==> src/rtl/ram_frame_reader_pkg.sv <==
// Shared frame-buffer definitions used by both the RAM writer and the frame reader.
// Holds the reader state encoding, line symbols and the header length field layout.
package ram_frame_reader_pkg;

  typedef enum logic [2:0] {
    ST_IDLE = 3'd0,
    ST_LEN  = 3'd1,
    ST_PRE  = 3'd2,
    ST_DATA = 3'd3,
    ST_IFG  = 3'd4
  } state_t;

  localparam logic [7:0] PREAMBLE = 8'h55;
  localparam logic [7:0] SFD      = 8'hD5;
  localparam int         LEN_MSB  = 10;

  // Payload words occupied by a frame of len bytes (two bytes per word, rounded up).
  function automatic logic [LEN_MSB:0] words_for_len(input logic [LEN_MSB:0] len);
    logic [LEN_MSB+1:0] sum;
    sum = {1'b0, len} + 12'd1;
    return sum[LEN_MSB+1:1];
  endfunction

endpackage

==> src/rtl/ram_frame_reader_if.sv <==
// Frame-buffer read side: writer pointer in, RAM read port, and the GMII-style byte stream.
interface ram_frame_reader_if #(
  parameter int ADDR_W = 14
);

  logic              Enable;
  logic [ADDR_W-1:0] WrPtr;
  logic [ADDR_W-1:0] RdPtr;
  logic [ADDR_W-1:0] AddressB;
  logic              ClockEnB;
  logic [15:0]       QB;
  logic              TxEn;
  logic [7:0]        TxD;
  logic              FrameDone;
  logic              ErrFrame;

  modport master (
    input  Enable, WrPtr, QB,
    output RdPtr, AddressB, ClockEnB, TxEn, TxD, FrameDone, ErrFrame
  );

  modport slave (
    output Enable, WrPtr, QB,
    input  RdPtr, AddressB, ClockEnB, TxEn, TxD, FrameDone, ErrFrame
  );

endinterface

==> src/rtl/ram_frame_reader.sv <==
// Drains length-prefixed frames from the shared frame RAM and serialises them as
// preamble + SFD + payload bytes, returning consumed space by advancing RdPtr at frame end.
module ram_frame_reader
  import ram_frame_reader_pkg::*;
#(
  parameter int ADDR_W  = 14,
  parameter int MAX_LEN = 1518,
  parameter int IFG     = 12
) (
  input  logic                  Clock,
  input  logic                  Reset,
  ram_frame_reader_if.master    bus
);

  localparam int CNT_W = $clog2(IFG + 8) + 1;

  state_t              state_r;
  logic [LEN_MSB:0]    len_r;
  logic [LEN_MSB:0]    byte_r;
  logic [CNT_W-1:0]    cnt_r;
  logic [15:0]         hold_r;
  logic [ADDR_W-1:0]   hdr_r;
  logic [ADDR_W-1:0]   rd_ptr_r;
  logic [ADDR_W-1:0]   addr_r;
  logic                ce_r;
  logic                tx_en_r;
  logic [7:0]          txd_r;
  logic                done_r;
  logic                err_r;

  logic [LEN_MSB:0]    len_q_s;
  logic                len_bad_s;
  logic                empty_s;
  logic [15:0]         word_s;
  logic                more_s;
  logic                last_s;
  logic [ADDR_W-1:0]   next_rd_s;

  assign len_q_s   = bus.QB[LEN_MSB:0];
  assign len_bad_s = (len_q_s == 11'd0) || (len_q_s > 11'(MAX_LEN));
  assign empty_s   = (rd_ptr_r == bus.WrPtr);
  // The first payload word was parked in hold_r during the preamble; later words come straight off QB.
  assign word_s    = (byte_r == 11'd0) ? hold_r : bus.QB;
  assign more_s    = ({1'b0, byte_r} + 12'd2) < {1'b0, len_r};
  assign last_s    = (byte_r == (len_r - 11'd1));
  assign next_rd_s = hdr_r + ADDR_W'(1) + ADDR_W'(words_for_len(len_r));

  assign bus.RdPtr     = rd_ptr_r;
  assign bus.AddressB  = addr_r;
  assign bus.ClockEnB  = ce_r;
  assign bus.TxEn      = tx_en_r;
  assign bus.TxD       = txd_r;
  assign bus.FrameDone = done_r;
  assign bus.ErrFrame  = err_r;

  // Reader FSM with its counters, holding register and all registered outputs.
  always_ff @(posedge Clock) begin
    if (Reset) begin
      state_r  <= ST_IDLE;
      len_r    <= 11'd0;
      byte_r   <= 11'd0;
      cnt_r    <= '0;
      hold_r   <= 16'h0000;
      hdr_r    <= '0;
      rd_ptr_r <= '0;
      addr_r   <= '0;
      ce_r     <= 1'b0;
      tx_en_r  <= 1'b0;
      txd_r    <= 8'h00;
      done_r   <= 1'b0;
      err_r    <= 1'b0;
    end else begin
      ce_r   <= 1'b0;
      done_r <= 1'b0;
      err_r  <= 1'b0;
      case (state_r)
        ST_IDLE: begin
          tx_en_r <= 1'b0;
          cnt_r   <= '0;
          if (bus.Enable && !empty_s) begin
            addr_r  <= rd_ptr_r;
            hdr_r   <= rd_ptr_r;
            ce_r    <= 1'b1;
            state_r <= ST_LEN;
          end
        end
        // First LEN cycle waits for the RAM's registered read data.
        ST_LEN: begin
          if (cnt_r == CNT_W'(0)) begin
            cnt_r <= CNT_W'(1);
          end else if (len_bad_s) begin
            err_r    <= 1'b1;
            rd_ptr_r <= bus.WrPtr;
            state_r  <= ST_IDLE;
          end else begin
            len_r   <= len_q_s;
            addr_r  <= hdr_r + ADDR_W'(1);
            ce_r    <= 1'b1;
            tx_en_r <= 1'b1;
            txd_r   <= PREAMBLE;
            cnt_r   <= CNT_W'(1);
            state_r <= ST_PRE;
          end
        end
        ST_PRE: begin
          cnt_r <= cnt_r + CNT_W'(1);
          if (cnt_r == CNT_W'(2)) begin
            hold_r <= bus.QB;
          end
          if (cnt_r == CNT_W'(7)) begin
            txd_r   <= SFD;
            byte_r  <= 11'd0;
            state_r <= ST_DATA;
          end else begin
            txd_r <= PREAMBLE;
          end
        end
        // Even bytes prefetch the next word two cycles ahead of its first use.
        ST_DATA: begin
          if (!byte_r[0]) begin
            txd_r  <= word_s[7:0];
            hold_r <= word_s;
            if (more_s) begin
              addr_r <= addr_r + ADDR_W'(1);
              ce_r   <= 1'b1;
            end
          end else begin
            txd_r <= hold_r[15:8];
          end
          if (last_s) begin
            done_r   <= 1'b1;
            rd_ptr_r <= next_rd_s;
            cnt_r    <= '0;
            state_r  <= ST_IFG;
          end else begin
            byte_r <= byte_r + 11'd1;
          end
        end
        ST_IFG: begin
          tx_en_r <= 1'b0;
          txd_r   <= 8'h00;
          if (cnt_r == CNT_W'(IFG - 1)) begin
            state_r <= ST_IDLE;
          end else begin
            cnt_r <= cnt_r + CNT_W'(1);
          end
        end
        default: begin
          tx_en_r <= 1'b0;
          state_r <= ST_IDLE;
        end
      endcase
    end
  end

endmodule

==> src/flat_wrapper.sv <==
// flat-port wrapper written by rule: the top's interface ports become plain ports
module ram_frame_reader_flat import ram_frame_reader_pkg::*;
#(
  parameter int ADDR_W  = 14,
  parameter int MAX_LEN = 1518,
  parameter int IFG     = 12
)
  (Clock, Reset, bus_Enable, bus_WrPtr, bus_QB, bus_RdPtr, bus_AddressB, bus_ClockEnB, bus_TxEn, bus_TxD, bus_FrameDone, bus_ErrFrame);
  ram_frame_reader_if #(.ADDR_W(ADDR_W)) bus_i ();
  input  logic Clock;
  input  logic Reset;
  input wire logic [$bits(bus_i.Enable)-1:0] bus_Enable;
  input wire logic [$bits(bus_i.WrPtr)-1:0] bus_WrPtr;
  input wire logic [$bits(bus_i.QB)-1:0] bus_QB;
  output wire logic [$bits(bus_i.RdPtr)-1:0] bus_RdPtr;
  output wire logic [$bits(bus_i.AddressB)-1:0] bus_AddressB;
  output wire logic [$bits(bus_i.ClockEnB)-1:0] bus_ClockEnB;
  output wire logic [$bits(bus_i.TxEn)-1:0] bus_TxEn;
  output wire logic [$bits(bus_i.TxD)-1:0] bus_TxD;
  output wire logic [$bits(bus_i.FrameDone)-1:0] bus_FrameDone;
  output wire logic [$bits(bus_i.ErrFrame)-1:0] bus_ErrFrame;
  assign bus_i.Enable = bus_Enable;
  assign bus_i.WrPtr = bus_WrPtr;
  assign bus_i.QB = bus_QB;
  assign bus_RdPtr = bus_i.RdPtr;
  assign bus_AddressB = bus_i.AddressB;
  assign bus_ClockEnB = bus_i.ClockEnB;
  assign bus_TxEn = bus_i.TxEn;
  assign bus_TxD = bus_i.TxD;
  assign bus_FrameDone = bus_i.FrameDone;
  assign bus_ErrFrame = bus_i.ErrFrame;
  ram_frame_reader #(.ADDR_W(ADDR_W), .MAX_LEN(MAX_LEN), .IFG(IFG)) u_core (.Clock(Clock), .Reset(Reset), .bus(bus_i));
endmodule
==> config.mk <==
export PLATFORM = sky130hd
export DESIGN_NAME = ram_frame_reader_flat
export DESIGN_NICKNAME = d
export VERILOG_FILES = /design/src/rtl/ram_frame_reader_pkg.sv /design/src/rtl/ram_frame_reader_if.sv /design/src/rtl/ram_frame_reader.sv /design/src/flat_wrapper.sv
export SDC_FILE = /design/constraint.sdc
export NUM_CORES = 1
export LEC_CHECK = 0
export BUFFER_PORTS_ARGS = -buffer_cell sky130_fd_sc_hd__buf_2
export CAP_MARGIN = 20
export CORE_MARGIN = 10
export CORE_UTILIZATION = 49
export CTS_CLUSTER_SIZE = 24
export DETAILED_ROUTE_END_ITERATION = 6
export GPL_TIMING_DRIVEN = 0
export MAX_ROUTING_LAYER = met4
export PLACE_DENSITY = 0.73
export SYNTH_ARGS = -nofsm -noshare
export SYNTH_HDL_FRONTEND = slang
export SYNTH_SLANG_ARGS = --single-unit
==> constraint.sdc <==
create_clock -name Clock -period 3.74 [get_ports Clock]
set_input_delay 0.374 -clock Clock [delete_from_list [all_inputs] [get_ports Clock]]
set_output_delay 0.374 -clock Clock [all_outputs]
set_load 0.02 [all_outputs]
# Word-level counts from Yosys, hierarchy flattened
# Index checks and enable logic that the tools add are counted.
dict set report totals {
  regBits 101
  output_inout_bits 40
  input_bits 33
  wordCells 123
}
dict set report classes {
  muxes 45
  n_eq_ne 23
  reduce_logical 26
  n_lt_le_gt_ge 2
  addsub 8
  bitwise 5
}
# operator n
set ops {}
lappend ops {{14-bit two-way mux} 8}
lappend ops {{16-bit two-way mux} 3}
lappend ops {{14-bit one-hot mux with 3 select lines} 1}
lappend ops {{8-bit two-way mux} 4}
lappend ops {{16-bit one-hot mux with 2 select lines} 1}
lappend ops {{8-bit one-hot mux with 4 select lines} 1}
lappend ops {{6-bit one-hot mux with 5 select lines} 1}
lappend ops {{14-bit by 1-bit adder with 14-bit output, second input constant} 2}
lappend ops {{14-bit one-hot mux with 2 select lines} 1}
lappend ops {{6-bit two-way mux} 4}
lappend ops {{11-bit zero test} 2}
lappend ops {{11-bit two-way mux} 2}
lappend ops {{11-bit one-hot mux with 2 select lines} 1}
lappend ops {{3-bit two-way mux} 5}
lappend ops {{3-bit one-hot mux with 5 select lines} 1}
lappend ops {{3-bit AND reduction} 5}
lappend ops {{14-bit by 11-bit adder with 14-bit output} 1}
lappend ops {{14-bit == test} 1}
lappend ops {{2-bit by 1-bit inequality test with 1-bit output, second input constant} 7}
lappend ops {{11-bit by 1-bit adder with 12-bit output, second input constant} 1}
lappend ops {{11-bit by 2-bit adder with 12-bit output, second input constant} 1}
lappend ops {{12-bit by 11-bit less-than comparator with 1-bit output} 1}
lappend ops {{2-bit inequality test, second input constant} 6}
lappend ops {{4-bit AND reduction} 3}
lappend ops {{31 further kinds} 46}

# Longest topological paths before layout
dict set report depth {
  depth_word 5
  mapped_depth 14
  depth_no_buf 13
}

# Worst setup path before layout
# OpenSTA, ideal clock, no wires.
dict set report synth_path {
  kind {register to register}
  start {register u_core.byte_r[1]}
  end {register u_core.addr_r[1] (netlist: u_core.bus.AddressB[1])}
  path_stages_with_launch 15
  t_required_ns 3.612
  arrival_time_ns 2.951
  slack_ns 0.661
  cell_sequence {dfxtp_1 > ha_1 > and3_1 > and2_1 > and4_1 > xor2_1 > ha_1 > and3_1 > o2111ai_1 > a21o_1 > a31oi_1 > a2111oi_4 > buf_2 > mux2i_1 > nor2_1}
}
dict set report synth_via {
  elab_chain_len 4
}
# item line_no
set synth_rtl {}
lappend synth_rtl {{start: declaration} ram_frame_reader.sv:19} ;# logic [LEN_MSB:0] byte_r;
lappend synth_rtl {{start signal: assignment} ram_frame_reader.sv:136} ;# byte_r <= byte_r + 11'd1;
lappend synth_rtl {{11-bit by 2-bit adder with 12-bit output} ram_frame_reader.sv:44} ;# assign more_s = ({1'b0, byte_r} + 12'd2) < {1'b0, len_r};
lappend synth_rtl {{12-bit by 11-bit less-than comparator with 1-bit output} ram_frame_reader.sv:44}
lappend synth_rtl {{2-bit by 1-bit inequality test with 1-bit output (no source line)} --}
lappend synth_rtl {{6-bit AND reduction (no source line)} --}
lappend synth_rtl {{end signal: assignment} ram_frame_reader.sv:81} ;# addr_r <= rd_ptr_r;
lappend synth_rtl {{end signal: assignment} ram_frame_reader.sv:97} ;# addr_r <= hdr_r + ADDR_W'(1);
lappend synth_rtl {{end signal: assignment} ram_frame_reader.sv:124} ;# addr_r <= addr_r + ADDR_W'(1);
lappend synth_rtl {{end: declaration} ram_frame_reader.sv:24} ;# logic [ADDR_W-1:0] addr_r;
# Every way passes these cells.
# A chain may end at the register's enable or synchronous reset.

# Final worst setup path
dict set report layout_path {
  start {register u_core.byte_r[1]}
  end {register u_core.addr_r[6] (netlist: u_core.bus.AddressB[6])}
}
# The elaborated chain is that of the path after synthesis.

==> summary.md <==
| Metric | Value |
|---|---|
| Worst-path clk slew | ~70 ps |
| DR vias | approximately 6700 |
| Clock Root Buffer | clkbuf_16 |
| Worst path slowest cell | a2111oi_4 |
| Clock Sinks | 101 |
| CP cell instances | ha_1 -> and3_1 -> and2_1 -> and4_1 -> xor2_1 -> ha_1 -> and3_1 -> o2111ai_1 -> a21o_1 -> a31oi_1 -> a2111oi_4 -> buf_4 -> clkbuf_1 -> a311oi_1 |
| Number of enable-type register cells in the synthesized netlist | 0 |
| Hold Crit Class | in2reg |
| Met2 routed WL | 9280 um |
| Largest net degree at the start of global routing | 17 |
| Worst path bufs/invs | 2 |
| Hpwl dp | around 16000 um |
| Synth warnings | 0 |
| Met3 wire len | around 1600 um |
| Syn Area/Cell | about 8.3 um^2 |
| Fmax | ~280 MHz |
| Leak pwr | ~0.0033 uW |
| Synthesized area | 6860 um^2 |
| Core Box Area | between 10000 and 15000 um^2 |
| Num rows | 43 |
| Starting Density | 0.496 |
| CP Depth | 14 |
| Final Skew | approximately 16 ps |
| Worst hold stages | 3 |
| Synth cell types | 68 |
| CP max FO | 10 |
| Initial DRT Pass Iterations | 6 |
| Synthesized net count | 896 |
| Routed WL per cell | around 19 um |
| Setup-failing EPs final | 0 |
| Antenna violations before repair | 0 |
| Headroom to the max-slew limit | 0.193 |
| Post-CTS Setup Repair Bufs | 0 |
| CTS Hold Bufs | 0 |
| Worst R2R Setup Slack | 140 ps |
| DRC errors left | 0 |
| Placer Congestion | 0.981 |
| Status | complete, no violations |
| GR Util All Layers | 0.217 |
| Final wirelength | between 20000 and 25000 um |
| Diodes inserted | 0 |
| Congestion Overflow GR | 0 |
| Post-route setup slack | between 100 and 150 ps |
| Place WS | about 100 ps |
| Cts repair resizes | 0 |
| Slew at the pin with the worst max-slew slack | between 1000 and 1500 ps |
| Die area | between 15000 and 20000 um^2 |
| Drt via density | between 6 and 7 |
| Fin util | 0.560 |
| Max cap viols | 0 |
| Die H | between 100 and 150 um |
| Cell count after synthesis | 830 |
| WS Path Type | reg2reg |
| Synthesized flop and latch total | 101 |
| Initial DRC count | between 700 and 800 |
| Most common cell after layout, fill and taps aside | dfxtp_1 |
| Ys flop type | dfxtp_1 |
| Port bufs | between 70 and 80 |
| Post-Route M1 WL | roughly 9500 um |
| Post-synthesis sequential area ratio | 0.295 |
| Fin nets | ~980 |
| Global-route wire length before repair | ~33000 um |
| Top sig layer | met4 |
| Final Slew Violations | 0 |
| R2R depth | 14 |
| Htree depth | 3 |
| CP Launch Type | flop |
| Fraction of registers with async set/reset | 0 |
| Min Tclk post-route | around 3600 ps |
| Layout fillers | 1325 |
| CP delay by family, top | compound AO/OA/AOI/OAI gates |
| Area Overhead vs Synth | 12.8% |
| CTS tree | done |
| Post-DRT Antenna Nets | 0 |
| Die Wd | between 100 and 150 um |
| Vias in the first global route | about 6300 |
| Most frequent cells in the layout | dfxtp_1 (101), nor2_1 (97), buf_2 (81), nand2_1 (64), mux2i_1 (54) |
| Crit path largest cell delay | between 400 and 500 ps |
| Clock Latency Late Sink | 360 ps |
| Fin crit share | 0.963 |
| I/O Pins | 73 |
| Share of cells above drive strength 1 | 0.136 |
| Total power | around 2500 uW |
| CP arrival | ~3800 ps |
| PD cells | around 320 nW/um^2 |
| Worst Path Required | slightly below 4000 ps |
| CTS buffer count | 9 |
| Hold Fails Final Rpt | 0 |
| Critical path endpoint category | flop |
| Peak VDD IR | 0.000254 V |
| CTS Buffer Depth | 2 |
per-layer routing:
| layer | global-route usage | vias up |
|---|---|---|
| li1 | - | 3230 |
| met1 | 0.283 | 3099 |
| met2 | 0.334 | 290 |
| met3 | 0.0380 | 42 |
| met4 | 0.0644 | 0 |
| met5 | - | - |
path summary, 6_finish.rpt:
path	start	end
worst max-delay path	u_core.byte_r[1]$_SDFFE_PP0P_	u_core.bus.AddressB[6]$_SDFFE_PP0P_
worst min-delay path	bus_QB[11]	u_core.hold_r[11]$_SDFFE_PP0P_
worst max register to register	u_core.byte_r[1]$_SDFFE_PP0P_	u_core.bus.AddressB[6]$_SDFFE_PP0P_
worst min register to register	u_core.bus.TxD[7]$_SDFFE_PP0P_	u_core.bus.TxD[7]$_SDFFE_PP0P_
state kept, by name, indices dropped and copies added (netlist names):
register              count
u_core.byte_r            11
u_core.state_r            3
u_core.bus.FrameDone      1
u_core.len_r             11
u_core.bus.RdPtr         14
u_core.hdr_r             14
u_core.bus.ErrFrame       1
u_core.hold_r            16
u_core.cnt_r              6
u_core.bus.TxEn           1
u_core.bus.TxD            8
u_core.bus.AddressB      14
u_core.bus.ClockEnB       1
Yosys cell counts, types with 4 or more instances:
library cell	count	share of area
dfxtp_1	101	0.29
nor2_1	97	0.053
nand2_1	64	0.035
mux2i_1	54	0.079
xor2_1	37	0.047
clkbuf_1	36	0.020
xnor2_1	35	0.045
o21ai_0	34	0.025
a21oi_1	33	0.024
ha_1	32	0.058
nor3_1	29	0.021
inv_1	27	0.015
nand3_1	24	0.017
and3_1	16	0.015
nor4_1	16	0.015
a211oi_1	14	0.015
nand4_1	14	0.013
a311oi_1	13	0.017
o31ai_1	11	0.012
and4_1	9	0.011
o211ai_1	9	0.0098
a31oi_1	8	0.0073
buf_2	8	0.0058
or4_1	8	0.0087
and2_1	7	0.0064
a21o_1	6	0.0066
a21boi_1	5	0.0055
o2111ai_1	5	0.0064
a21boi_0	4	0.0044
a22oi_1	4	0.0044
buf_1	4	0.0022
o221a_2	4	0.0066
cell type report:
cell class	count	area, um^2	area share
inverter	28	105	0.0136
sequential	101	2020	0.261
buffer	52	231	0.0299
clock buffer	11	243	0.0313
timing repair buffer	75	380	0.0491
multi-input combinational	649	4510	0.582
clock inverter	4	32.5	0.00420
tap	180	225	0.0291
power breakdown:
part / total, uW / internal, uW / switching (uW)
Clock: 905 / 470 / 435
Combinational: 411 / 147 / 264
Sequential: 1150 / 1110 / 37.8
tightest hold or removal path, cell delays in order:
cell and delay [ps]:
buf_2 70, mux2i_1 50, nor2_1 70
stage by stage:
stage	TNS [ps]	area, um^2	cells	hold WS (ps)
floorplan	0	6860	830	463
global placement	0	7450	1082	466
detailed placement	0	7450	1083	472
CTS	0	7730	1098	240
global route	-173	7740	1100	269
finish	0	7740	1100	243
kinds of logic after synthesis:
logic type | Yosys count | synth area share
AND/OR/NAND/NOR | 306 | 0.224
XOR/XNOR | 73 | 0.0942
adder cells (fa/ha/maj) | 33 | 0.0612
buffers and inverters | 80 | 0.0490
multiplexers | 54 | 0.0787
flip-flops | 101 | 0.295
AO/OA/AOI/OAI | 183 | 0.198
Note: power is estimated with default switching activity, not from simulation.
